## src/rtl/mont_pkg.sv

```systemverilog
// Shared constants, FSM state and op-phase types for the Montgomery exponent controller.
// Optional build macro: MONT_EXP_SKIP_LEADING_EN (skip leading zero exponent bits).
package mont_pkg;

  localparam int K = 8;
  localparam int E_W = 8;
  localparam int IW = $clog2(E_W);
  localparam logic [K-1:0] M = 8'd239;
  localparam logic [K-1:0] R1 = 8'd17;
  localparam logic [K-1:0] R2 = 8'd50;

  typedef enum logic [2:0] {
    IDLE,
    CONV,
    SQR,
    MUL,
    EXIT
  } state_t;

  typedef enum logic [1:0] {
    PH_SCAN,
    PH_ISSUE,
    PH_WAIT
  } phase_t;

endpackage

```

## src/rtl/mont_exp_ctrl_if.sv

```systemverilog
// Host and monmul bundle for mont_exp_ctrl.
// master = host, slave = controller, mm = monmul responder.
interface mont_exp_ctrl_if;
  import mont_pkg::*;

  logic start;
  logic [K-1:0] x;
  logic [E_W-1:0] e;
  logic [K-1:0] z;
  logic done;
  logic busy;
  logic [K-1:0] mm_x;
  logic [K-1:0] mm_y;
  logic mm_start;
  logic [K-1:0] mm_z;
  logic mm_done;

  modport master (
    output start, x, e,
    input z, done, busy
  );

  modport slave (
    input start, x, e, mm_z, mm_done,
    output z, done, busy, mm_x, mm_y, mm_start
  );

  modport mm (
    input mm_x, mm_y, mm_start,
    output mm_z, mm_done
  );

endinterface

```

## src/rtl/mont_exp_ctrl.sv

```systemverilog
// Modular exponentiation controller z = x^e mod M driving one external monmul.
// Optional build macro: MONT_EXP_SKIP_LEADING_EN (skip leading zero exponent bits).
module mont_exp_ctrl
  import mont_pkg::*;
(
  input logic clk,
  input logic reset_n,
  mont_exp_ctrl_if.slave io
);

  state_t state_q, state_d;
  phase_t phase_q, phase_d;
  logic [IW-1:0] i_q, i_d;
  logic [K-1:0] acc_q, acc_d;
  logic [K-1:0] xb_q, xb_d;
  logic [K-1:0] xin_q, xin_d;
  logic [E_W-1:0] ein_q, ein_d;
  logic [K-1:0] z_q, z_d;
  logic done_q, done_d;
  logic go;
  logic [K-1:0] op_a;
  logic [K-1:0] op_b;
  logic last;
  logic cur_bit;
  state_t nb_state;
  logic [IW-1:0] nb_i;

  always_comb begin
    state_d = state_q;
    phase_d = phase_q;
    i_d = i_q;
    acc_d = acc_q;
    xb_d = xb_q;
    xin_d = xin_q;
    ein_d = ein_q;
    z_d = z_q;
    done_d = 1'b0;
    go = 1'b0;
    op_a = '0;
    op_b = '0;
    last = (i_q == '0);
    cur_bit = ein_q[i_q];
    nb_state = last ? EXIT : SQR;
    nb_i = last ? i_q : i_q - 1'b1;

    case (state_q)
      CONV: begin op_a = xin_q; op_b = R2; end
      SQR: begin op_a = acc_q; op_b = acc_q; end
      MUL: begin op_a = acc_q; op_b = xb_q; end
      EXIT: begin op_a = acc_q; op_b = K'(1); end
      default: ;
    endcase

    if (state_q == IDLE) begin
      // the done cycle still counts as busy for new requests
      if (io.start && !done_q) begin
        xin_d = io.x;
        ein_d = io.e;
        i_d = IW'(E_W-1);
        state_d = CONV;
`ifdef MONT_EXP_SKIP_LEADING_EN
        phase_d = PH_SCAN;
`else
        phase_d = PH_ISSUE;
`endif
      end
    end else begin
      unique case (phase_q)
        PH_SCAN: begin
          if (cur_bit || last) phase_d = PH_ISSUE;
          else i_d = i_q - 1'b1;
        end
        PH_ISSUE: begin
          go = 1'b1;
          phase_d = PH_WAIT;
        end
        PH_WAIT: begin
          if (io.mm_done) begin
            phase_d = PH_ISSUE;
            unique case (state_q)
              CONV: begin
                xb_d = io.mm_z;
                acc_d = R1;
`ifdef MONT_EXP_SKIP_LEADING_EN
                state_d = cur_bit ? MUL : EXIT;
`else
                state_d = SQR;
`endif
              end
              SQR: begin
                acc_d = io.mm_z;
                if (cur_bit) begin
                  state_d = MUL;
                end else begin
                  state_d = nb_state;
                  i_d = nb_i;
                end
              end
              MUL: begin
                acc_d = io.mm_z;
                state_d = nb_state;
                i_d = nb_i;
              end
              EXIT: begin
                z_d = io.mm_z;
                done_d = 1'b1;
                state_d = IDLE;
              end
              default: state_d = IDLE;
            endcase
          end
        end
        default: phase_d = PH_ISSUE;
      endcase
    end
  end

  always_ff @(posedge clk or negedge reset_n) begin
    if (!reset_n) begin
      state_q <= IDLE;
      phase_q <= PH_ISSUE;
      i_q <= '0;
      acc_q <= '0;
      xb_q <= '0;
      xin_q <= '0;
      ein_q <= '0;
      z_q <= '0;
      done_q <= 1'b0;
    end else begin
      state_q <= state_d;
      phase_q <= phase_d;
      i_q <= i_d;
      acc_q <= acc_d;
      xb_q <= xb_d;
      xin_q <= xin_d;
      ein_q <= ein_d;
      z_q <= z_d;
      done_q <= done_d;
    end
  end

  assign io.z = z_q;
  assign io.done = done_q;
  assign io.busy = (state_q != IDLE);
  assign io.mm_start = go;
  assign io.mm_x = op_a;
  assign io.mm_y = op_b;

endmodule

```

## src/flat_wrapper.sv

```systemverilog
// flat-port wrapper written by rule: the top's interface ports become plain ports
module mont_exp_ctrl_flat import mont_pkg::*;
  (clk, reset_n, io_start, io_x, io_e, io_mm_z, io_mm_done, io_z, io_done, io_busy, io_mm_x, io_mm_y, io_mm_start);
  mont_exp_ctrl_if io_i ();
  input logic clk;
  input logic reset_n;
  input wire logic [$bits(io_i.start)-1:0] io_start;
  input wire logic [$bits(io_i.x)-1:0] io_x;
  input wire logic [$bits(io_i.e)-1:0] io_e;
  input wire logic [$bits(io_i.mm_z)-1:0] io_mm_z;
  input wire logic [$bits(io_i.mm_done)-1:0] io_mm_done;
  output wire logic [$bits(io_i.z)-1:0] io_z;
  output wire logic [$bits(io_i.done)-1:0] io_done;
  output wire logic [$bits(io_i.busy)-1:0] io_busy;
  output wire logic [$bits(io_i.mm_x)-1:0] io_mm_x;
  output wire logic [$bits(io_i.mm_y)-1:0] io_mm_y;
  output wire logic [$bits(io_i.mm_start)-1:0] io_mm_start;
  assign io_i.start = io_start;
  assign io_i.x = io_x;
  assign io_i.e = io_e;
  assign io_i.mm_z = io_mm_z;
  assign io_i.mm_done = io_mm_done;
  assign io_z = io_i.z;
  assign io_done = io_i.done;
  assign io_busy = io_i.busy;
  assign io_mm_x = io_i.mm_x;
  assign io_mm_y = io_i.mm_y;
  assign io_mm_start = io_i.mm_start;
  mont_exp_ctrl u_core (.clk(clk), .reset_n(reset_n), .io(io_i));
endmodule
```

## config.mk

```make
export PLATFORM = sky130hd
export DESIGN_NAME = mont_exp_ctrl_flat
export DESIGN_NICKNAME = d
export VERILOG_FILES = /design/src/rtl/mont_pkg.sv /design/src/rtl/mont_exp_ctrl_if.sv /design/src/rtl/mont_exp_ctrl.sv /design/src/flat_wrapper.sv
export SDC_FILE = /design/constraint.sdc
export NUM_CORES = 1
export LEC_CHECK = 0
export CAP_MARGIN = 10
export CORE_MARGIN = 1
export CORE_UTILIZATION = 45
export DETAILED_ROUTE_END_ITERATION = 12
export HOLD_SLACK_MARGIN = 0.08
export PLACE_DENSITY = 0.76
export SETUP_SLACK_MARGIN = 0.3
export SLEW_MARGIN = 40
export SYNTH_ARGS = -nofsm -noshare
export SYNTH_HDL_FRONTEND = slang
export SYNTH_SLANG_ARGS = --single-unit
```

## constraint.sdc

```tcl
create_clock -name clk -period 2.35 [get_ports clk]
set_clock_uncertainty 0.2 [all_clocks]
set_input_delay 0.47 -clock clk [delete_from_list [all_inputs] [get_ports clk]]
set_output_delay 0.47 -clock clk [all_outputs]
set_load 0.03 [all_outputs]
```

==> flow_metrics.env, run 1 <==
export IMPL_drtPass1Iterations=4
export IMPL_p_leak_nw=1.78
export IMPL_ys_top_cells_by_area="dfrtp_1 50%, mux2_2 15%, mux2i_1 2.9%"
export IMPL_post_place_ws_ns=-0.105
export IMPL_drive_gt1_frac=0.523
export IMPL_switching_share=0.423
export IMPL_power_mw=5.68
export IMPL_ant_nets=0
export IMPL_yosysTopAreaCellShare=0.496
export IMPL_drt_first_iter_violations=137
export IMPL_portBuffers=54
export IMPL_dieArea_sq_mm=0.00567
export IMPL_dieWidth_microns=75.3
export IMPL_cts_buffers=5
export IMPL_rows=26
export IMPL_synthMostInstantiatedCell="dfrtp_1"
export IMPL_totalWireLength_microns=7360
export IMPL_grtUsageMet2=0.417
export IMPL_finalWorstSetupSlack_ns=0.0793
export IMPL_clock_latency_ns=0.30
export IMPL_fp_dieH_microns=75.3
export IMPL_tns_ns=0
export IMPL_cap_violations=0
export IMPL_met3_usage=0.0450
export IMPL_max_freq_mhz=440
export IMPL_synthDistinctLibCells=44
export IMPL_clock_sinks=49
export IMPL_path_max_fanout=4
export IMPL_period_share=0.966
export IMPL_antenna_found_initial=0
export IMPL_synth_edf_count=0
export IMPL_grt_pass1_wl_microns=10500
export IMPL_synth_ff_type="dfrtp_1"
export IMPL_worstPathRequired_ns=1.68
export IMPL_status="finished, final reports clean"
export IMPL_grt_pass1_vias=2100
export IMPL_cts_tree="done"
export IMPL_pin_count=55
export IMPL_synthTopCellsByCount="48 x dfrtp_1, 33 x mux2_2, 15 x nor2_1"
export IMPL_power_share_sequential=0.265
export IMPL_p_int_mw=3.28
export IMPL_grt_overflow=0
export IMPL_endpoint_kind="output pin"
export IMPL_top_usage_layer="met2"
export IMPL_area_growth_pct=64.2
export IMPL_core_area_sq_mm=0.00514
export IMPL_cts_root_buf="clkbuf_8"
export IMPL_yosys_warnings=0
export IMPL_fin_hold_ws_ns=0.0685
export IMPL_cp_data_arrival_time_ns=1.60
export IMPL_synth_seq_cells=49
export IMPL_vias_per_cell=5.65
export IMPL_synth_seq_area_share=0.507
export IMPL_clk_path_buf_depth=2
export IMPL_grt_max_degree=50
export IMPL_rsz0062_at_grt="true"
export IMPL_route_detailed_drc=0
export IMPL_p_switching_mw=2.40
export IMPL_syn_area_per_cell_sq_um=11.6
export IMPL_start_util=0.471
export IMPL_worst_slew_pin_slew_ns=0.629
export IMPL_yosys_area_top_type="dfrtp_1"
export IMPL_peakVddDrop_mv=1.02
export IMPL_combPwrFrac=0.631
export IMPL_grtUsageMet1=0.343
export IMPL_setup_viol=0
export IMPL_pwr_share_clk=0.103
export IMPL_slew_viol_final=0
export IMPL_finalHoldViolCount=0
export IMPL_grtUsageTotal=0.254
export IMPL_relSlewSlack=0.581
export IMPL_synth_area_sq_mm=0.00242
export IMPL_gp_congestion=0.828
export IMPL_htree_levels=2
export IMPL_clkSlewWorstSetupHoldPaths_ns=0.09
export IMPL_utilization=0.773
export IMPL_p_per_area_mw_per_mm2=1430
export IMPL_dp_hpwl_microns=4050
export IMPL_critPathLaunchType="register"
export IMPL_hold_class="in2async"
export IMPL_synthArstFlopShare=1.00
export IMPL_fill_cells=318
export IMPL_antenna_cells=0
export IMPL_routedWlPerCell_microns=19.6
export IMPL_vias=2125
export IMPL_path_class="reg2out"
export IMPL_syn_nets=238
export IMPL_nets=336
export IMPL_post_route_min_period_ns=2.27
export IMPL_synthCells=208
-- layer usage --
layer | part of all wire | vias to the layer above
met1 | 0.44 | 1083
met4 | 0.018 | 0
met2 | 0.50 | 63
li1 | - | 965
met3 | 0.045 | 14
met5 | 0 | -
-- through the flow --
step	instance area, sq um	std cells
2_1_floorplan	2500	208
4_1_cts	3740	365
6_report	3970	376
3_3_place_gp	3170	341
3_5_place_dp	3170	341
5_1_grt	3970	376
-- sequential cells by signal (all words and copies together), names as in the netlist --
name,count
u_core.io.z,8
u_core.xb_q,8
u_core.acc_q,8
u_core.i_q,3
u_core.io.done,1
u_core.ein_q,8
u_core.xin_q,8
u_core.state_q,3
u_core.phase_q,2
-- power groups by stage --
stage / clock network (mW) / logic (mW) / registers, mW
after CTS: 0.590 / 3.24 / 1.47
final: 0.587 / 3.59 / 1.51
after floorplan: 0 / 1.74 / 1.37
after detailed placement: 0 / 2.49 / 1.43
after global routing: 0.629 / 3.77 / 1.54
after global placement: 0 / 2.45 / 1.42
-- worst max-delay path, stage by stage (launching register included) --
cell and delay (ns):
dfrtp_1 0.41, buf_6 0.18, clkinv_8 0.06, buf_6 0.11, buf_6 0.11, a211oi_2 0.23, buf_4 0.20
-- cell usage in the layout (no fill, tap or decap), drive strengths merged, types with 2 or more instances in the layout --
cell type and instances:
mux2i 7, nor2b 5, clkbuf 6, nor2 15
a22o 6, dfrtp 48, mux2 33, a21oi 6
o22a 3, nand2 13, nand4 2, a22oi 9
ha 2, o21ai 4, clkdlybuf4s50 34, clkinv 2
o22ai 7, inv 4, nand3 2, a211oi 3
o311a 2, buf 65, nor3 2, nor4 2
o21a 3, nand2b 5
-- path summary, 6_finish.rpt --
kind,startpoint,end,slack [ns],cells past startpoint
setup / recovery,u_core.state_q[0]$_DFFE_PN0P_,io_mm_y[4],0.08,6
hold / removal,reset_n,u_core.xin_q[4]$_DFFE_PN0P_,0.07,2
setup reg to reg,u_core.state_q[2]$_DFFE_PN0P_,u_core.xb_q[0]$_DFFE_PN0P_,0.08,8
hold reg to reg,u_core.ein_q[5]$_DFFE_PN0P_,u_core.ein_q[5]$_DFFE_PN0P_,0.31,1
max in group asynchronous,reset_n,u_core.state_q[1]$_DFFE_PN0P_,1.43,2
min in group clk,u_core.ein_q[5]$_DFFE_PN0P_,u_core.ein_q[5]$_DFFE_PN0P_,0.31,1
-- layout make-up --
| cell class | count | area (sq um) | area share |
|---|---|---|---|
| Clock inverter | 2 | 35.0 | 0.00882 |
| Inverter | 5 | 33.8 | 0.00850 |
| Multi-Input combinational cell | 143 | 1440 | 0.363 |
| Tap cell | 70 | 87.6 | 0.0220 |
| Timing Repair Buffer | 102 | 1080 | 0.271 |
| Sequential cell | 49 | 1230 | 0.309 |
| Clock buffer | 5 | 68.8 | 0.0173 |
-- cells by family (layout without fill, tap and decap cells) --
| logic type | Yosys count | count (layout) | share of synthesized area |
|---|---|---|---|
| muxes | 40 | 40 | 0.183 |
| AOI/OAI and AO/OA | 52 | 52 | 0.161 |
| buffers and inverters | 16 | 114 | 0.0295 |
| adders and majority gates | 2 | 2 | 0.0103 |
| and+or+nand+nor | 49 | 49 | 0.109 |
| DFF | 49 | 49 | 0.507 |
-- repair_timing --
action / 4_1_cts / 5_1_grt
endpoints found under the setup margin: 34 / 64
gates resized for setup: 71 / 33
hold endpoints to repair: 0 / 0
setup buffers: 16 / 10
pin swaps: 12 / 17
cloned: 1 / 1
hold buffers: 0 / 0
Power figures use the tool's default switching activity.
==> run 2, diff against run 1 <==
- CELL_PAD_IN_SITES_DETAIL_PLACEMENT: default -> 2
- CELL_PAD_IN_SITES_GLOBAL_PLACEMENT: default -> 2
- CORE_UTILIZATION: 45 -> 29
- PLACE_DENSITY: 0.76 -> default
- PLACE_DENSITY_LB_ADDON: default -> 0.1
==> flow_metrics.env, run 2 (synthesis results as in run 1) <==
export IMPL_dp_hpwl_microns=5410
export IMPL_cts_root_buf="clkbuf_8"
export IMPL_clk_path_buf_depth=2
export IMPL_hold_class="reg2reg"
export IMPL_worstPathRequired_ns=1.68
export IMPL_dieArea_sq_mm=0.00871
export IMPL_vias_per_cell=5.18
export IMPL_critPathLaunchType="register"
export IMPL_violations="setup timing"
export IMPL_setup_viol=7
export IMPL_layout_commonest_cell="dfrtp_1"
export IMPL_cap_violations=0
export IMPL_grtUsageTotal=0.198
export IMPL_p_per_area_mw_per_mm2=1420
export IMPL_gp_congestion=0.704
export IMPL_worst_slew_pin_slew_ns=0.446
export IMPL_status="finished with violations"
export IMPL_endpoint_kind="output pin"
export IMPL_dpl_cell_area_sq_mm=0.00330
export IMPL_relSlewSlack=0.703
export IMPL_antenna_cells=0
export IMPL_route_detailed_drc=0
export IMPL_cts_buffers=5
export IMPL_clkSlewWorstSetupHoldPaths_ns=0.10
export IMPL_routedWlPerCell_microns=23.0
export IMPL_drtPass1Iterations=4
export IMPL_clock_latency_ns=0.32
export IMPL_tns_ns=-0.0875
export IMPL_finalWorstSetupSlack_ns=-0.0305
export IMPL_cp_data_arrival_time_ns=1.71
export IMPL_htree_levels=2
export IMPL_clock_sinks=49
export IMPL_p_leak_nw=1.97
export IMPL_drt_first_iter_violations=39
export IMPL_design_area_sq_mm=0.00422
export IMPL_final_cell_mix="47 x dfrtp_1, 39 x buf_6, 37 x buf_4, 30 x clkdlybuf4s50_1, 17 x mux2_4"
export IMPL_rows=32
export IMPL_path_max_fanout=8
export IMPL_core_area_sq_mm=0.00789
export IMPL_grt_overflow=0
export IMPL_utilization=0.535
export IMPL_area_growth_pct=74.5
export IMPL_grt_max_degree=33
export IMPL_path_class="reg2out"
export IMPL_grt_pass1_vias=2281
export IMPL_portBuffers=54
export IMPL_rsz0062_at_grt="true"
export IMPL_slew_viol_final=0
export IMPL_dieWidth_microns=93.3
export IMPL_peakVddDrop_mv=0.520
export IMPL_max_freq_mhz=420
export IMPL_start_util=0.307
export IMPL_post_place_ws_ns=-0.133
export IMPL_power_mw=5.99
export IMPL_vias=2212
export IMPL_antenna_found_initial=0
export IMPL_period_share=1.01
export IMPL_totalWireLength_microns=9820
export IMPL_drive_gt1_frac=0.566
export IMPL_cts_tree="done"
export IMPL_finalHoldViolCount=0
export IMPL_grt_pass1_wl_microns=12800
export IMPL_nets=355
export IMPL_post_route_min_period_ns=2.38
export IMPL_fp_dieH_microns=93.3
export IMPL_pin_count=55
export IMPL_ant_nets=0
-- run 2: timing repair --
| action | in CTS | in global routing |
|---|---|---|
| setup endpoints to repair | 46 | 68 |
| hold endpoints to repair | 17 | 0 |
| gates cloned | 1 | 1 |
| gates resized for setup | 65 | 65 |
| hold buffers | 1 | 0 |
| pin swaps | 9 | 19 |
| buffers inserted | 16 | 20 |
-- run 2: cell type report --
class / count / area [sq um]
fill: 744 / 3670
multi-input combinational: 143 / 1500
timing repair buffer: 121 / 1250
sequential: 49 / 1230
tap: 102 / 128
clock buffer: 6 / 82.6
inverter: 5 / 23.8
clock inverter: 1 / 7.51
-- run 2: stage by stage --
stage	instances	hold WS [ns]
2_1_floorplan	208	-0.0256
3_3_place_gp	381	0.253
3_5_place_dp	381	0.250
4_1_cts	406	0.320
5_1_grt	427	0.338
6_report	427	0.313
-- run 2: where the power goes --
group	switching (mW)	internal, mW
clock	0.310	0.234
sequential	0.344	1.17
combinational	1.96	1.97
-- run 2: critical path, cell delays in order (launching register included) --
cell and delay (ns):
dfrtp_1 0.43, buf_6 0.18, inv_4 0.05, nor2_4 0.17
buf_4 0.17, a22oi_1 0.08, o21ai_2 0.16, buf_6 0.14
-- run 2: routing by layer --
metal  routed length (microns)  track usage  part of all wire  vias to the layer above
li1                          -            -                 -                      998
met1                      4250        0.264              0.43                     1144
met2                      5110        0.338              0.52                       54
met3                       286       0.0268             0.029                       16
met4                       179       0.0462             0.018                        0
met5                         0            0                 0                        -
-- run 2: final timing paths --
kind	start	endpoint	slack, ns	depth (start not counted)
min in group asynchronous	reset_n	u_core.io.z[2]$_DFFE_PN0P_	0.42	2
hold / removal	u_core.ein_q[1]$_DFFE_PN0P_	u_core.ein_q[1]$_DFFE_PN0P_	0.31	1
hold reg to reg	u_core.ein_q[1]$_DFFE_PN0P_	u_core.ein_q[1]$_DFFE_PN0P_	0.31	1
setup / recovery	u_core.state_q[0]$_DFFE_PN0P_	io_mm_x[0]	-0.03	7
max in group asynchronous	reset_n	u_core.phase_q[0]$_DFFE_PN1P_	0.92	3
setup reg to reg	u_core.state_q[0]$_DFFE_PN0P_	u_core.xb_q[6]$_DFFE_PN0P_	0	8
==> run 3, diff against run 2 <==
- CORE_ASPECT_RATIO: default -> 0.7
==> flow_metrics.env, run 3 (synthesis results as in run 1) <==
export IMPL_status="finished with violations"
export IMPL_violations="DRC"
export IMPL_dieArea_sq_mm=0.00872
export IMPL_dp_hpwl_microns=5230
export IMPL_worstPathRequired_ns=2.32
export IMPL_cap_violations=0
export IMPL_clkSlewWorstSetupHoldPaths_ns=0.07
export IMPL_rsz0062_at_grt="true"
export IMPL_grt_pass1_wl_microns=12100
export IMPL_timing_rr_end="u_core.xb_q[7]$_DFFE_PN0P_"
export IMPL_cts_root_buf="clkbuf_16"
export IMPL_dieWidth_microns=111
export IMPL_power_mw=5.46
export IMPL_pwr_share_clk=0.135
export IMPL_switching_share=0.421
export IMPL_period_share=0.966
export IMPL_cts_tree="done"
export IMPL_layout_commonest_cell="dfrtp_1"
export IMPL_r2r_slack_ns=0.08
export IMPL_fill_cells=810
export IMPL_drt_first_iter_violations=69
export IMPL_routedWlPerCell_microns=19.5
export IMPL_grt_overflow=0
export IMPL_clk_path_buf_depth=2
export IMPL_rows=27
export IMPL_critPathLaunchType="register"
export IMPL_worst_slew_pin_slew_ns=0.562
export IMPL_p_leak_nw=1.66
export IMPL_relSlewSlack=0.625
export IMPL_cp_data_arrival_time_ns=2.24
export IMPL_p_switching_mw=2.30
export IMPL_cpPeakStageDelay_ns=0.40
export IMPL_grtUsageTotal=0.183
export IMPL_clock_latency_ns=0.29
export IMPL_gp_congestion=0.731
export IMPL_tns_ns=0
export IMPL_htree_levels=2
export IMPL_cts_buffers=5
export IMPL_route_detailed_drc=6
export IMPL_max_freq_mhz=441
export IMPL_combPwrFrac=0.594
export IMPL_cp_slowest_cell="dfrtp_1"
export IMPL_drive_gt1_frac=0.468
export IMPL_core_area_sq_mm=0.00797
export IMPL_r2r_cells=8
export IMPL_hold_class="reg2reg"
export IMPL_design_area_sq_mm=0.00377
export IMPL_totalWireLength_microns=7730
export IMPL_whs_path_depth=1
export IMPL_grt_max_degree=28
export IMPL_ant_nets=0
export IMPL_path_max_fanout=9
export IMPL_p_per_area_mw_per_mm2=1450
export IMPL_fp_dieH_microns=78.4
export IMPL_finalHoldViolCount=0
export IMPL_path_class="reg2reg"
export IMPL_power_share_sequential=0.271
export IMPL_post_route_min_period_ns=2.27
export IMPL_hp_start="u_core.io.z[0]$_DFFE_PN0P_"
export IMPL_r2r_start="u_core.state_q[2]$_DFFE_PN0P_"
export IMPL_clock_sinks=49
export IMPL_endpoint_kind="register"
export IMPL_drtPass1Iterations=8
export IMPL_antenna_cells=0
export IMPL_min_to="u_core.io.z[0]$_DFFE_PN0P_"
export IMPL_grt_pass1_vias=2187
export IMPL_vias_per_cell=5.19
export IMPL_p_int_mw=3.16
export IMPL_pin_count=55
export IMPL_setup_viol=0
export IMPL_start_util=0.304
export IMPL_post_place_ws_ns=-0.106
export IMPL_portBuffers=54
export IMPL_antenna_found_initial=0
export IMPL_cp_cell_sequence="buf_4 > nor3_4 > inv_4 > or2_4 > a21boi_4 > nor4_4 > buf_6 > mux2_2"
export IMPL_slew_viol_final=0
export IMPL_final_cell_mix="47 x dfrtp_1, 35 x clkdlybuf4s50_1, 33 x mux2_2, 30 x buf_4, 17 x buf_6"
export IMPL_finalWorstSetupSlack_ns=0.0803
export IMPL_peakVddDrop_mv=0.707
export IMPL_area_growth_pct=56.0
export IMPL_fin_hold_ws_ns=0.309
export IMPL_nets=325
export IMPL_dpl_cell_area_sq_mm=0.00327
export IMPL_vias=2056
-- run 3: cell types whose count changed in the layout (fill, tap and decap cells not counted), moves of 7 or more --
cell    previous run  this run
buf_4             37        30
buf_6             39        17
mux2_2            16        33
nor2_1             7        14
mux2_4            17         0
-- run 3: layer usage --
layer | vias up | global-route usage | share of wire
met5 | - | 0 | 0
met3 | 5 | 0.0363 | 0.031
met4 | 0 | 0.0595 | 0.0087
met1 | 1065 | 0.251 | 0.50
met2 | 40 | 0.292 | 0.46
li1 | 946 | - | -
-- run 3: layout make-up --
type / count / area (sq um) / area share
repair buffers: 91 / 917 / 0.243
flip-flops and latches: 49 / 1230 / 0.325
multi-input cells: 143 / 1330 / 0.353
inverters: 5 / 23.8 / 0.00630
clock buffers: 6 / 139 / 0.0368
well taps: 101 / 126 / 0.0335
clock inverters: 1 / 7.51 / 0.00199
-- run 3: worst max-delay path by stage --
stage	startpoint	cells past startpoint	slack (ns)	to
finish	u_core.state_q[2]$_DFFE_PN0P_	8	0.08	u_core.xb_q[7]$_DFFE_PN0P_
global route	u_core.state_q[2]$_DFFE_PN0P_	6	0.04	io_mm_x[2]
CTS	u_core.state_q[0]$_DFFE_PN0P_	6	0.09	io_mm_x[6]
detailed placement	io_start	7	-0.11	u_core.xb_q[7]$_DFFE_PN0P_
global placement	io_start	7	-0.07	u_core.xb_q[3]$_DFFE_PN0P_
floorplan	u_core.state_q[1]$_DFFE_PN0P_	8	-0.20	u_core.xb_q[0]$_DFFE_PN0P_
-- run 3: per-stage QoR --
step / cells / utilization
after floorplan: 208 / -
after global placement: 375 / 0.410
after detailed placement: 375 / 0.410
after CTS: 390 / 0.459
after global routing: 396 / 0.473
final: 396 / 0.473
-- run 3: worst max-delay path, delay by kind of cell, from the launching register on --
family	cells	cell delay, ns
buffers and inverters	3	0.39
AND/OR/NAND/NOR	3	0.66
AO/OA/AOI/OAI	1	0.16
flip-flops	1	0.40
multiplexers	1	0.35
-- run 3: power by group through the flow --
| stage | clock [mW] | combinational [mW] | sequential [mW] |
|---|---|---|---|
| after floorplan | 0 | 1.74 | 1.37 |
| after global placement | 0 | 2.58 | 1.44 |
| after detailed placement | 0 | 2.64 | 1.45 |
| after CTS | 0.764 | 3.08 | 1.46 |
| after global routing | 0.797 | 3.47 | 1.53 |
| final | 0.735 | 3.25 | 1.48 |
-- run 3: repair_timing --
action                     4_1_cts  5_1_grt
gates cloned                     0        1
setup endpoints to repair       34       63
hold buffers                     1        0
buffers inserted                 7        5
gates resized for setup         40       12
pin swaps                       17       10
hold endpoints to repair        22        0
